<file path="config.mk">
export PLATFORM = sky130hd
export DESIGN_NAME = memory_flat
export DESIGN_NICKNAME = d
export VERILOG_FILES = /design/src/rtl/memory_pkg.sv /design/src/rtl/memory_if.sv /design/src/rtl/memory_dbus_ctrl.sv /design/src/rtl/memory.sv /design/src/flat_wrapper.sv
export SDC_FILE = /design/constraint.sdc
export NUM_CORES = 1
export LEC_CHECK = 0
export BUFFER_PORTS_ARGS = -buffer_cell sky130_fd_sc_hd__buf_2
export CAP_MARGIN = 20
export CORE_ASPECT_RATIO = 1.2
export CORE_MARGIN = 8
export CORE_UTILIZATION = 48
export CTS_BUF_LIST = sky130_fd_sc_hd__clkbuf_16
export CTS_CLUSTER_SIZE = 12
export DETAILED_ROUTE_END_ITERATION = 10
export PLACE_DENSITY_LB_ADDON = 0.1
export SYNTH_ARGS = -nofsm -noshare
export SYNTH_HDL_FRONTEND = slang
export SYNTH_SLANG_ARGS = --single-unit
</file>
<file path="constraint.sdc">
create_clock -name clk -period 2.4 [get_ports clk]
set_clock_uncertainty 0.1 [all_clocks]
set_input_delay 0.36 -clock clk [delete_from_list [all_inputs] [get_ports clk]]
set_output_delay 0.36 -clock clk [all_outputs]
set_load 0.005 [all_outputs]
</file>
<file path="src/rtl/memory_pkg.sv">
// Shared types for the MEM stage: bus words, register numbers, the
// execute->memory slot, the write-back packet and the data-bus structs.
package memory_pkg;

  localparam int unsigned XLEN_W   = 32;
  localparam int unsigned REG_AW_W = 5;

  typedef logic [XLEN_W-1:0]   u32;
  typedef logic [REG_AW_W-1:0] creg_addr_t;
  typedef logic [3:0]          strobe_t;

  localparam strobe_t STROBE_WORD = 4'b1111;

  typedef enum logic [1:0] {
    IDLE,
    REQ,
    WAIT,
    DONE
  } mem_state_t;

  typedef struct packed {
    logic       valid;
    logic       mem_to_reg;
    logic       mem_write;
    logic       reg_write;
    logic       reg_dst;
    u32         alu_result;
    u32         write_data;
    creg_addr_t rt;
    creg_addr_t rd;
    u32         pc;
  } execute_to_memory_t;

  typedef struct packed {
    logic       valid;
    logic       reg_write;
    creg_addr_t wa;
    u32         wd;
    u32         pc;
    logic       misalign;
  } memory_data_t;

  typedef struct packed {
    logic    valid;
    logic    write;
    u32      addr;
    strobe_t strobe;
    u32      data;
  } dbus_req_t;

  typedef struct packed {
    logic addr_ok;
    logic data_ok;
    u32   data;
  } dbus_resp_t;

endpackage

</file>
<file path="src/rtl/memory_if.sv">
// Data-bus handshake between the MEM stage (master) and memory (slave).
interface memory_if #(
  parameter int unsigned XLEN = 32
);

  logic            dreq_valid;
  logic            dreq_write;
  logic [XLEN-1:0] dreq_addr;
  logic [3:0]      dreq_strobe;
  logic [XLEN-1:0] dreq_data;
  logic            dresp_addr_ok;
  logic            dresp_data_ok;
  logic [XLEN-1:0] dresp_data;

  modport master (
    output dreq_valid,
    output dreq_write,
    output dreq_addr,
    output dreq_strobe,
    output dreq_data,
    input  dresp_addr_ok,
    input  dresp_data_ok,
    input  dresp_data
  );

  modport slave (
    input  dreq_valid,
    input  dreq_write,
    input  dreq_addr,
    input  dreq_strobe,
    input  dreq_data,
    output dresp_addr_ok,
    output dresp_data_ok,
    output dresp_data
  );

endinterface

</file>
<file path="src/rtl/memory_dbus_ctrl.sv">
// Data-bus controller: slot FSM, valid/addr_ok/data_ok handshake and the
// load-data register. Request fields come straight from the held slot, so
// they stay stable for as long as the request is pending.
module memory_dbus_ctrl
  import memory_pkg::*;
(
  input  logic            clk,
  input  logic            reset,
  input  logic            capture,
  input  logic            start,
  input  logic            is_write,
  input  u32              addr,
  input  u32              wdata,
  output u32              rdata,
  output logic            busy,
  output logic            done,
  memory_if.master        dbus
);

  mem_state_t state_q, state_d;
  u32         rdata_q;
  logic       load_fire;
  dbus_req_t  req;
  dbus_resp_t resp;

  always_comb begin
    resp.addr_ok = dbus.dresp_addr_ok;
    resp.data_ok = dbus.dresp_data_ok;
    resp.data    = dbus.dresp_data;
  end

  // State register; reset also abandons any outstanding transaction.
  always_ff @(posedge clk or negedge reset) begin
    if (!reset) state_q <= IDLE;
    else        state_q <= state_d;
  end

  // Next state: a capture only happens from IDLE/DONE since advance is gated by busy.
  always_comb begin
    state_d   = state_q;
    load_fire = 1'b0;
    unique case (state_q)
      IDLE, DONE: begin
        if (capture) state_d = start ? REQ : DONE;
      end
      REQ: begin
        if (resp.addr_ok) begin
          if (resp.data_ok) begin
            state_d   = DONE;
            load_fire = !is_write;
          end else begin
            state_d = WAIT;
          end
        end
      end
      WAIT: begin
        if (resp.data_ok) begin
          state_d   = DONE;
          load_fire = !is_write;
        end
      end
      default: state_d = IDLE;
    endcase
  end

  // Load-data register, written when a load's data returns.
  always_ff @(posedge clk or negedge reset) begin
    if (!reset)         rdata_q <= '0;
    else if (load_fire) rdata_q <= resp.data;
  end

  // Request fields; valid only while the request is not yet accepted.
  always_comb begin
    req        = '0;
    req.valid  = (state_q == REQ);
    req.write  = is_write;
    req.addr   = addr;
    req.strobe = is_write ? STROBE_WORD : '0;
    req.data   = wdata;
  end

  assign dbus.dreq_valid  = req.valid;
  assign dbus.dreq_write  = req.write;
  assign dbus.dreq_addr   = req.addr;
  assign dbus.dreq_strobe = req.strobe;
  assign dbus.dreq_data   = req.data;

  assign rdata = rdata_q;
  assign busy  = (state_q == REQ) || (state_q == WAIT);
  assign done  = (state_q == DONE);

endmodule

</file>
<file path="src/rtl/memory.sv">
// MEM stage of the 5-stage MIPS pipeline: captures the execute slot, runs
// lw/sw over the data bus, stalls upstream while a transaction is
// outstanding and presents the write-back packet.
module memory
  import memory_pkg::*;
#(
  parameter int unsigned XLEN   = XLEN_W,
  parameter int unsigned REG_AW = REG_AW_W
) (
  input  logic              clk,
  input  logic              reset,
  input  logic              memory_enable,
  input  logic              ex_valid,
  input  logic              ex_mem_to_reg,
  input  logic              ex_mem_write,
  input  logic              ex_reg_write,
  input  logic              ex_reg_dst,
  input  logic [XLEN-1:0]   ex_alu_result,
  input  logic [XLEN-1:0]   ex_write_data,
  input  logic [REG_AW-1:0] ex_rt,
  input  logic [REG_AW-1:0] ex_rd,
  input  logic [XLEN-1:0]   ex_pc,
  memory_if.master          dbus,
  output logic              mem_valid,
  output logic              mem_reg_write,
  output logic [REG_AW-1:0] mem_wa,
  output logic [XLEN-1:0]   mem_wd,
  output logic [XLEN-1:0]   mem_pc,
  output logic              mem_misalign,
  output logic              mem_stall
);

  execute_to_memory_t ex_in, slot_q;
  memory_data_t       pkt;
  logic               advance, busy, done, start, misalign;
  u32                 rdata;

  // Gather the execute inputs into one slot word.
  always_comb begin
    ex_in            = '0;
    ex_in.valid      = ex_valid;
    ex_in.mem_to_reg = ex_mem_to_reg;
    ex_in.mem_write  = ex_mem_write;
    ex_in.reg_write  = ex_reg_write;
    ex_in.reg_dst    = ex_reg_dst;
    ex_in.alu_result = ex_alu_result;
    ex_in.write_data = ex_write_data;
    ex_in.rt         = ex_rt;
    ex_in.rd         = ex_rd;
    ex_in.pc         = ex_pc;
  end

  assign advance = memory_enable && !busy;
  assign start   = ex_in.valid && (ex_in.mem_to_reg || ex_in.mem_write)
                   && (ex_in.alu_result[1:0] == 2'b00);

  // Slot register: loads on advance, holds otherwise.
  always_ff @(posedge clk or negedge reset) begin
    if (!reset)       slot_q <= '0;
    else if (advance) slot_q <= ex_in;
  end

  assign misalign = slot_q.valid && (slot_q.mem_to_reg || slot_q.mem_write)
                    && (slot_q.alu_result[1:0] != 2'b00);

  memory_dbus_ctrl u_dbus_ctrl (
    .clk      (clk),
    .reset    (reset),
    .capture  (advance),
    .start    (start),
    .is_write (slot_q.mem_write),
    .addr     (slot_q.alu_result),
    .wdata    (slot_q.write_data),
    .rdata    (rdata),
    .busy     (busy),
    .done     (done),
    .dbus     (dbus)
  );

  // Write-back packet, presented only once the slot has completed.
  always_comb begin
    pkt = '0;
    if (done) begin
      pkt.valid     = slot_q.valid;
      pkt.reg_write = slot_q.valid && slot_q.reg_write && !misalign;
      pkt.wa        = slot_q.reg_dst ? slot_q.rd : slot_q.rt;
      pkt.wd        = slot_q.mem_to_reg ? rdata : slot_q.alu_result;
      pkt.pc        = slot_q.pc;
      pkt.misalign  = misalign;
    end
  end

  assign mem_valid     = pkt.valid;
  assign mem_reg_write = pkt.reg_write;
  assign mem_wa        = pkt.wa;
  assign mem_wd        = pkt.wd;
  assign mem_pc        = pkt.pc;
  assign mem_misalign  = pkt.misalign;
  assign mem_stall     = busy;

endmodule

</file>
<file path="src/flat_wrapper.sv">
// flat-port wrapper written by rule: the top's interface ports become plain ports
module memory_flat import memory_pkg::*;
#(
  parameter int unsigned XLEN   = XLEN_W,
  parameter int unsigned REG_AW = REG_AW_W
)
  (clk, reset, memory_enable, ex_valid, ex_mem_to_reg, ex_mem_write, ex_reg_write, ex_reg_dst, ex_alu_result, ex_write_data, ex_rt, ex_rd, ex_pc, mem_valid, mem_reg_write, mem_wa, mem_wd, mem_pc, mem_misalign, mem_stall, dbus_dreq_valid, dbus_dreq_write, dbus_dreq_addr, dbus_dreq_strobe, dbus_dreq_data, dbus_dresp_addr_ok, dbus_dresp_data_ok, dbus_dresp_data);
  memory_if #(.XLEN(XLEN)) dbus_i ();
  input  logic clk;
  input  logic reset;
  input  logic memory_enable;
  input  logic ex_valid;
  input  logic ex_mem_to_reg;
  input  logic ex_mem_write;
  input  logic ex_reg_write;
  input  logic ex_reg_dst;
  input  logic [XLEN-1:0] ex_alu_result;
  input  logic [XLEN-1:0] ex_write_data;
  input  logic [REG_AW-1:0] ex_rt;
  input  logic [REG_AW-1:0] ex_rd;
  input  logic [XLEN-1:0] ex_pc;
  output logic mem_valid;
  output logic mem_reg_write;
  output logic [REG_AW-1:0] mem_wa;
  output logic [XLEN-1:0] mem_wd;
  output logic [XLEN-1:0] mem_pc;
  output logic mem_misalign;
  output logic mem_stall;
  output wire logic [$bits(dbus_i.dreq_valid)-1:0] dbus_dreq_valid;
  output wire logic [$bits(dbus_i.dreq_write)-1:0] dbus_dreq_write;
  output wire logic [$bits(dbus_i.dreq_addr)-1:0] dbus_dreq_addr;
  output wire logic [$bits(dbus_i.dreq_strobe)-1:0] dbus_dreq_strobe;
  output wire logic [$bits(dbus_i.dreq_data)-1:0] dbus_dreq_data;
  input wire logic [$bits(dbus_i.dresp_addr_ok)-1:0] dbus_dresp_addr_ok;
  input wire logic [$bits(dbus_i.dresp_data_ok)-1:0] dbus_dresp_data_ok;
  input wire logic [$bits(dbus_i.dresp_data)-1:0] dbus_dresp_data;
  assign dbus_dreq_valid = dbus_i.dreq_valid;
  assign dbus_dreq_write = dbus_i.dreq_write;
  assign dbus_dreq_addr = dbus_i.dreq_addr;
  assign dbus_dreq_strobe = dbus_i.dreq_strobe;
  assign dbus_dreq_data = dbus_i.dreq_data;
  assign dbus_i.dresp_addr_ok = dbus_dresp_addr_ok;
  assign dbus_i.dresp_data_ok = dbus_dresp_data_ok;
  assign dbus_i.dresp_data = dbus_dresp_data;
  memory #(.XLEN(XLEN), .REG_AW(REG_AW)) u_core (.clk(clk), .reset(reset), .memory_enable(memory_enable), .ex_valid(ex_valid), .ex_mem_to_reg(ex_mem_to_reg), .ex_mem_write(ex_mem_write), .ex_reg_write(ex_reg_write), .ex_reg_dst(ex_reg_dst), .ex_alu_result(ex_alu_result), .ex_write_data(ex_write_data), .ex_rt(ex_rt), .ex_rd(ex_rd), .ex_pc(ex_pc), .dbus(dbus_i), .mem_valid(mem_valid), .mem_reg_write(mem_reg_write), .mem_wa(mem_wa), .mem_wd(mem_wd), .mem_pc(mem_pc), .mem_misalign(mem_misalign), .mem_stall(mem_stall));
endmodule
</file>
==> impl_metrics.ini <==
[cells_and_area]
area_growth_pct = 25.2
drive_above_1_share = 0.629
finish.utilization = 0.610
final_nets = 894
antennaDiodeCount = 0

[synthesis]
synth_top_cell_by_area = dfrtp_1
synth_most_common_cell = dfrtp_1
synth-xor-area-share = 0
syn_area_um2 = 6930
async_reset_ff_frac = 1.00
synth_top_family_by_area = multiplexers
postSynthAreaPerCell_um2 = 13.5
synth_warnings = 0
synthSimpleGateAreaFrac = 0.0699
synth_fp_nets = 666
synth_edf_count = 0
synth-seq-cells = 145
ys_types = 21
synth_mux_area_frac = 0.289
seq_area_frac_synth = 0.523
synth_top_area_share = 0.523
synthTopCellsByCount = 145 x dfrtp_1, 141 x mux2_2, 69 x buf_4, 39 x mux2i_1, 37 x nor2b_1
syn_inst = 514
synth_area_leaders = dfrtp_1 52%, mux2_2 23%, buf_4 7.5%
synth_compound_area_frac = 0.00415
yosys_most_used_dff = dfrtp_1
synth_fa_ha_area_frac = 0.00722

[cts]
clk_pin_slew_ps = 60
cts_buffer_depth = 2
ctsRootBufferMaster = clkbuf_16
cts.sinks = 145
clkLatencyLatePin_ps = 410
h-tree-depth = 4
cts_tree = done
cts_inserted_buffers = 17

[setup_path]
r2r_slack_ps = 310
crit_arrival_ps = 1780
start_kind = flip-flop
cp.required_ps = 1940
critical_path.slowest_cell = dfrtp_1
critical_path.top_delay_family = buffers and inverters
r2r-start = u_core.u_dbus_ctrl.state_q[0]
setup.worst_path.end_class = primary output
path_buf_inv = 2
r2r.worst_path.cells = 5
cpPeakStageDelay_ps = 390
crit_chain = ha_2 -> buf_6 -> nor2b_1 -> buf_2
path_class = reg -> out
r2r-end = u_core.u_dbus_ctrl.rdata[21]
crit_path_max_fanout = 29

[grt]
grt_pass1_vias = 5135
grt_pass1_wl_um = 27300
grt.total_usage = 0.189
grt_overflow = 0
grt_max_degree = 52
antenna_found_initial = 1

[sta]
drv_slew = 0
hold_viol = 0
rsz0062_at_grt = false
tightestPinTransition_ps = 542
max_slew_margin = 0.639
fin_ws_ps = 159
period_minus_slack_ps = 2240
min_period_over_period = 0.934
fin_hold_ws_ps = 72.3
setup_tns_ps = 0
max_freq_mhz = 446
setup_viol = 0

[min_path]
min_path_type = in -> reg
worst_hold_path.endpoint = u_core.slot_q[51]
whs_path_depth = 2
hp-start = ex_write_data[9]

[power]
pwr_density_cell_nw_per_um2 = 1280
p_sw_mw = 3.49
peakVddDrop_uv = 626
p_int_mw = 7.61
comb_power_share = 0.397
power_frac_clock = 0.233
p_leak_nw = 4.33
swShare = 0.314
pwr-share-seq = 0.371

[route]
drc = 0
vias = 4565
drt_iter0_drc = 166
firstDrtPassIters = 5
ant_nets = 0
vias_per_cell = 4.92
routedWlPerCell_um = 18.7
drt-total-wl_um = 17400

[floorplan]
core-area_um2 = 14200
die_w_um = 126
start_util = 0.487
die_y_um = 148
rows = 48
dieArea_um2 = 18600
io_pins = 291

[run_status]
status = complete, no violations

[placement]
globalplace.congestion = 0.779
hpwl_um = 13500
dp_slack_ps = 297
io_buffers = 290

[run]
maxCapViolCount = 0
routing by layer:
layer,vias up,global-route usage,share of wire
met4,2,0.0677,0.015
met1,2227,0.193,0.37
met5,-,0,0.00075
met2,193,0.325,0.51
met3,22,0.101,0.11
li1,2121,-,-
cells in the final DEF (no fill, tap or decap):
cell           count
dlygate4sd3_1      1
bufinv_16          3
a211oi_1           1
dfrtp_1          144
buf_2            289
mux2i_1           39
mux2_1             2
ha_1               3
buf_4              5
clkinv_1           4
a21oi_1            1
nor4_4             1
buf_6              2
buf_12             7
nand2_4            1
and3_1             1
a222oi_1           1
clkbuf_16         17
inv_1              7
mux2_2           141
nand2_1            2
clkinvlp_4         3
clkinv_4           1
dfrtp_2            1
nor4_1             1
ha_2               1
and2_1            32
clkinv_2           2
nor2b_1           37
nor2_1             2
o22ai_1            1
worst register-to-register path: cells and delay by family, from the launching register on:
kind,cells,cell delay [ps]
adder cells (fa/ha/maj),1,420
flip-flops,1,390
multiplexers,1,380
AND/OR/NAND/NOR,1,360
buffers and inverters,2,320
power by group through the flow:
stage | Sequential [mW] | Clock, mW | Combinational, mW
finish | 4.11 | 2.58 | 4.40
global route | 4.25 | 2.74 | 4.86
CTS | 4.12 | 2.64 | 4.51
detailed placement | 4.17 | 0 | 4.48
global placement | 4.10 | 0 | 4.39
floorplan | 3.92 | 0 | 3.28
worst max-delay path by stage:
stage	startpoint	endpoint	slack (ps)	cells after the start
after floorplan	u_core.u_dbus_ctrl.state_q[0]	u_core.u_dbus_ctrl.rdata[10]	420	5
after global placement	u_core.u_dbus_ctrl.state_q[0]	u_core.u_dbus_ctrl.rdata[28]	380	5
after detailed placement	u_core.u_dbus_ctrl.state_q[0]	u_core.u_dbus_ctrl.rdata[21]	300	5
after CTS	u_core.u_dbus_ctrl.state_q[0]	mem_wd[19]	60	4
after global routing	u_core.u_dbus_ctrl.state_q[0]	mem_wd[19]	60	4
final	u_core.u_dbus_ctrl.state_q[0]	mem_wd[19]	160	4
flip-flops by register name, summed over array words and instances (netlist names):
name and count:
u_core.slot_q 111, u_core.u_dbus_ctrl.rdata 32, u_core.u_dbus_ctrl.state_q 2
cell type report:
cell class	count	area, µm²
tap	175	219
inverter	7	26.3
multi-input combinational	267	2570
timing repair buffer	304	1660
clock inverter	13	146
sequential	145	3630
clock buffer	17	425
fill	1169	5560
through the flow:
step | std cells | area, µm² | power [mW]
finish | 928 | 8680 | 11.1
global route | 928 | 8680 | 11.8
CTS | 928 | 8670 | 11.3
detailed placement | 897 | 8090 | 8.65
global placement | 897 | 8090 | 8.50
floorplan | 514 | 6930 | 7.20
what timing repair did:
item | CTS | global route
endpoints found under the setup margin | 0 | 3
setup buffers | 0 | 0
endpoints found under the hold margin | 49 | 0
hold buffers | 1 | 0
resized for setup | 0 | 1
kinds of logic after synthesis:
| logic type | after synthesis |
|---|---|
| multiplexers | 182 |
| flip-flops | 145 |
| buffers and inverters | 102 |
| AND/OR/NAND/NOR | 77 |
| AO/OA/AOI/OAI | 4 |
| adder cells (fa/ha/maj) | 4 |
No activity file was read; power rests on OpenSTA's default activity.
